### src/rtl/ctrl_sequencer.sv
// Multi-cycle CPU control sequencer: fetch/decode/execute/mem/writeback FSM that
// drives the pipeline-latch write enables, with wait states, halt and a retire counter.
module ctrl_sequencer #(
   parameter int FETCH_WAIT = 1,
   parameter int MEM_WAIT   = 1,
   parameter int WAIT_W     = 4,
   parameter int CNT_W      = 32
) (
   input  logic             clk,
   input  logic             reset,
   input  logic             mem_ready,
   input  logic             dec_mem_access,
   input  logic             dec_reg_write,
   input  logic             halt_req,
   output logic             pc_wren,
   output logic             ram_addr_src,
   output logic             fd_wren,
   output logic             de_wren,
   output logic             em_wren,
   output logic             mw_wren,
   output logic             mw_mem_wren,
   output logic             reg_wren,
   output logic             refresh_n,
   output logic [3:0]       state,
   output logic             halted,
   output logic [CNT_W-1:0] instr_count
);

   typedef enum logic [3:0] {
      S_INIT       = 4'd0,
      S_FETCH      = 4'd1,
      S_FETCH_WAIT = 4'd2,
      S_DECODE     = 4'd3,
      S_EXECUTE    = 4'd4,
      S_MEM        = 4'd5,
      S_MEM_WAIT   = 4'd6,
      S_WB         = 4'd7,
      S_HALT       = 4'd8
   } state_t;

   localparam logic [WAIT_W-1:0] FW_LAST = WAIT_W'(FETCH_WAIT - 1);
   localparam logic [WAIT_W-1:0] MW_LAST = WAIT_W'(MEM_WAIT - 1);

   state_t            state_q, state_d;
   logic [WAIT_W-1:0] wait_cnt_q, wait_cnt_d;
   logic              mem_q, mem_d;
   logic              wr_q, wr_d;
   logic [CNT_W-1:0]  cnt_q, cnt_d;

   logic [WAIT_W-1:0] wait_inc;
   logic              fetch_done;
   logic              mem_done;

   // Wait counter saturates so an arbitrarily long mem_ready stall never wraps it.
   assign wait_inc   = (wait_cnt_q == '1) ? wait_cnt_q : wait_cnt_q + 1'b1;
   assign fetch_done = (wait_cnt_q >= FW_LAST) && mem_ready;
   assign mem_done   = !mem_q || ((wait_cnt_q >= MW_LAST) && mem_ready);

   always_comb begin
      state_d      = state_q;
      wait_cnt_d   = wait_cnt_q;
      mem_d        = mem_q;
      wr_d         = wr_q;
      cnt_d        = cnt_q;
      pc_wren      = 1'b0;
      ram_addr_src = 1'b0;
      fd_wren      = 1'b0;
      de_wren      = 1'b0;
      em_wren      = 1'b0;
      mw_wren      = 1'b0;
      mw_mem_wren  = 1'b0;
      reg_wren     = 1'b0;
      refresh_n    = 1'b1;
      halted       = 1'b0;
      case (state_q)
         S_INIT: begin
            refresh_n = 1'b0;
            state_d   = S_FETCH;
         end
         S_FETCH: begin
            wait_cnt_d = '0;
            state_d    = S_FETCH_WAIT;
         end
         S_FETCH_WAIT: begin
            wait_cnt_d = wait_inc;
            if (fetch_done) begin
               fd_wren = 1'b1;
               state_d = S_DECODE;
            end
         end
         S_DECODE: begin
            de_wren = 1'b1;
            mem_d   = dec_mem_access;
            wr_d    = dec_reg_write;
            state_d = S_EXECUTE;
         end
         S_EXECUTE: begin
            em_wren = 1'b1;
            state_d = S_MEM;
         end
         S_MEM: begin
            pc_wren      = 1'b1;
            ram_addr_src = 1'b1;
            mw_mem_wren  = mem_q;
            wait_cnt_d   = '0;
            state_d      = S_MEM_WAIT;
         end
         S_MEM_WAIT: begin
            // Non-memory instructions pass straight through without waiting on mem_ready.
            wait_cnt_d = wait_inc;
            if (mem_done) begin
               mw_wren = 1'b1;
               state_d = S_WB;
            end
         end
         S_WB: begin
            reg_wren  = wr_q;
            refresh_n = 1'b0;
            cnt_d     = cnt_q + 1'b1;
            state_d   = halt_req ? S_HALT : S_FETCH;
         end
         S_HALT: begin
            halted = 1'b1;
            if (!halt_req) state_d = S_FETCH;
         end
         default: state_d = S_INIT;
      endcase
   end

   always_ff @(posedge clk) begin
      if (reset) begin
         state_q    <= S_INIT;
         wait_cnt_q <= '0;
         mem_q      <= 1'b0;
         wr_q       <= 1'b0;
         cnt_q      <= '0;
      end else begin
         state_q    <= state_d;
         wait_cnt_q <= wait_cnt_d;
         mem_q      <= mem_d;
         wr_q       <= wr_d;
         cnt_q      <= cnt_d;
      end
   end

   assign state       = state_q;
   assign instr_count = cnt_q;

endmodule

### config.mk
export PLATFORM = sky130hd
export DESIGN_NAME = ctrl_sequencer
export DESIGN_NICKNAME = d
export VERILOG_FILES = /design/src/rtl/ctrl_sequencer.sv
export SDC_FILE = /design/constraint.sdc
export NUM_CORES = 1
export LEC_CHECK = 0
export BUFFER_PORTS_ARGS = -buffer_cell sky130_fd_sc_hd__clkbuf_2
export CAP_MARGIN = 10
export CORE_MARGIN = 2
export CORE_UTILIZATION = 45
export DETAILED_ROUTE_END_ITERATION = 8
export PLACE_DENSITY = 0.7
export SETUP_SLACK_MARGIN = 0.05
export SLEW_MARGIN = 20
export SYNTH_ARGS = -nofsm -noshare
export SYNTH_HDL_FRONTEND = slang
export SYNTH_SLANG_ARGS = --single-unit
### constraint.sdc
create_clock -name clk -period 2.6 [get_ports clk]
set_input_delay 0.39 -clock clk [delete_from_list [all_inputs] [get_ports clk]]
set_output_delay 0.39 -clock clk [all_outputs]
set_load 0.05 [all_outputs]
==> flow_summary.ini <==
[cells_and_area]
final_cell_mix = clkbuf_2 (51), dfxtp_1 (38), a21oi_1 (24)
layout_commonest_cell = clkbuf_2
nets = 279
drive_gt1_frac = 0.243
antenna_cells = 0
seq_area_um2 = 761
syn2layout_area_growth_pct = 17.5
fill_cells = 400
final_core_util = 0.557
multi_input_area_um2 = 1080

[worst_setup_path]
critPathTopFamily = simple AND/OR/NAND/NOR gates
required_ns = 2.78
cp_num_cells = 4
endpoint = instr_count[30]
rrSetupSlack_ns = 0.37
worstSetupStartpoint = state[2]
r2r-end = instr_count[30]
cpMaxStageDelayCell = or4_1
start_kind = flop
r2r_cells = 4
worstSetupPathType = reg -> reg
end_kind = flop
path_cells = nand4b_4, or4_1, nor3_1, mux2_2
cp_max_fo = 12
slowest_delay_ns = 0.72
critPathBufInv = 0
crit_arrival_ns = 2.41
timing.rr.start = state[2]

[synthesis]
synth_cell_types = 38
synth_top_cell_area_share = 0.396
synthTopCellsByArea = dfxtp_1 (40%), a21oi_1 (6.2%), or4_1 (6.2%)
syn_area_um2 = 1920
syn-instance-count = 228
syn-num-nets = 235
yosys_warnings = 0
synth.avg_cell_area_um2 = 8.43
synth_seq_cells = 38
synth_area_leader_cell = dfxtp_1
yosysSeqAreaShare = 0.396

[clocking]
cts_buffers = 5
cts-root-buf = clkbuf_8
ctsLongestPathBuffers = 2
cts_tree = yes
post_cts_buffers = 0
clock-sinks = 38
h-tree-depth = 2
cts_resized = 0
clk_latency_ns = 0.29
ctsHoldBuffers = 0
clk_pin_slew_ns = 0.07

[placement]
io_buffers = 51
gp_congestion = 0.821
dp_hpwl_mm = 3.12

[floorplanning]
start_util = 0.474
die_y_um = 69.4
die_area_um2 = 4810
core.rowCount = 23
die_x_um = 69.4
coreArea_um2 = 4060
io_pins = 52

[power]
leakage_nw = 0.841
total_power_mw = 1.08
irDropWorstVdd_v = 0.000290
p_per_area_nw_per_um2 = 476

[drt]
post_drt_wl_per_cell_um = 13.6
ant_nets = 0
drtIter0Drc = 119
drt_wl_total_mm = 4.39
dr.pass1.iters = 4
drc_errors = 0
via_count = 1877
viasPerCell = 5.83

[global_routing]
grt_max_degree = 39
grt_pass1_wl_mm = 7.50
antenna_found_initial = 0
first_global_vias = 1636
grt_overflow = 0
track_usage = 0.189

[status]
status = completed

[run]
maxCapViolCount = 0

[sta]
fin_skew_ns = 0.00391
fin_crit_sh = 0.858
setup_viol = 0
final_hold_viol_count = 0
finalCriticalPeriod_ns = 2.23
fmax_ghz = 0.448
grt_setup_unrepaired = false
slew_violations = 0
slew_headroom = 0.491
setup-tns-final_ns = 0
worst_slew_pin_slew_ns = 0.763

[worst_hold_path]
hp-class = in -> reg
-- worst min-delay path by stage --
stage | startpoint | endpoint | cells after the start
after floorplan | wr_q | wr_q | 2
after global placement | instr_count[31] | instr_count[31] | 2
after detailed placement | instr_count[31] | instr_count[31] | 2
after CTS | dec_reg_write | wr_q | 3
after global routing | halt_req | state[3] | 2
final | dec_mem_access | mem_q | 3
-- kinds of logic after synthesis --
family,count (synthesis),share of synthesized area
XOR/XNOR,10,0.0455
adder cells (fa/ha/maj),1,0.00651
flip-flops,38,0.396
multiplexers,3,0.0163
AO/OA/AOI/OAI,49,0.148
AND/OR/NAND/NOR,109,0.339
buffers and inverters,18,0.0488
-- report_power, final --
group          switching, mW  internal, mW
sequential            0.0171         0.588
clock                  0.192         0.185
combinational         0.0707        0.0246
total                  0.279         0.797
-- metal layers --
metal	global-route usage	up-vias	wire, um
li1	-	937	-
met1	0.248	875	2010
met2	0.300	58	2040
met3	0.0581	7	284
met4	0.0545	0	47
met5	0	-	0
-- synth_stat cells --
cell type	n
a211oi_1	1
a21oi_1	24
and2_1	6
and3_1	2
and4_1	2
and4b_1	1
buf_1	1
buf_2	3
buf_4	2
buf_6	2
clkbuf_1	8
dfxtp_1	38
ha_1	1
inv_1	2
mux2_2	1
mux2i_1	2
nand2_1	12
nand2b_1	4
nand3_1	8
nand3b_1	1
nand4_1	15
nand4_2	1
nand4b_4	1
nor2_1	14
nor2b_1	1
nor3_1	9
nor4_1	1
nor4b_1	1
o211a_1	1
o21a_1	1
o21ai_0	10
o21bai_1	1
o31ai_1	11
or2_2	2
or3_1	12
or4_1	16
xnor2_1	3
xor2_1	7
-- stage by stage --
| stage | std cells | hold WS [ns] | setup WS, ns | area [um^2] |
|---|---|---|---|---|
| 2_1_floorplan | 228 | 0.452 | 0.0247 | 1940 |
| 3_3_place_gp | 315 | 0.467 | 0.447 | 2180 |
| 3_5_place_dp | 315 | 0.473 | 0.371 | 2180 |
| 4_1_cts | 322 | 0.336 | 0.349 | 2260 |
| 5_1_grt | 322 | 0.342 | 0.245 | 2260 |
| 6_report | 322 | 0.339 | 0.369 | 2260 |
-- layout make-up --
class	instances	share of cell area
Multi-Input combinational cell	172	0.479
Sequential cell	38	0.337
Timing Repair Buffer	53	0.120
Clock buffer	7	0.0338
Tap cell	50	0.0277
Inverter	2	0.00332
-- flip-flops by register name, indices dropped and copies added (netlist names) --
signal       flops
mem_q            1
instr_count     32
state            4
wr_q             1
-- worst reg2reg max path, cell delays in order, from the launching register on --
cell,delay [ns]
dfxtp_1,0.62
nand4b_4,0.20
or4_1,0.73
nor3_1,0.23
mux2_2,0.35
Note: power is estimated with default switching activity, not from simulation.
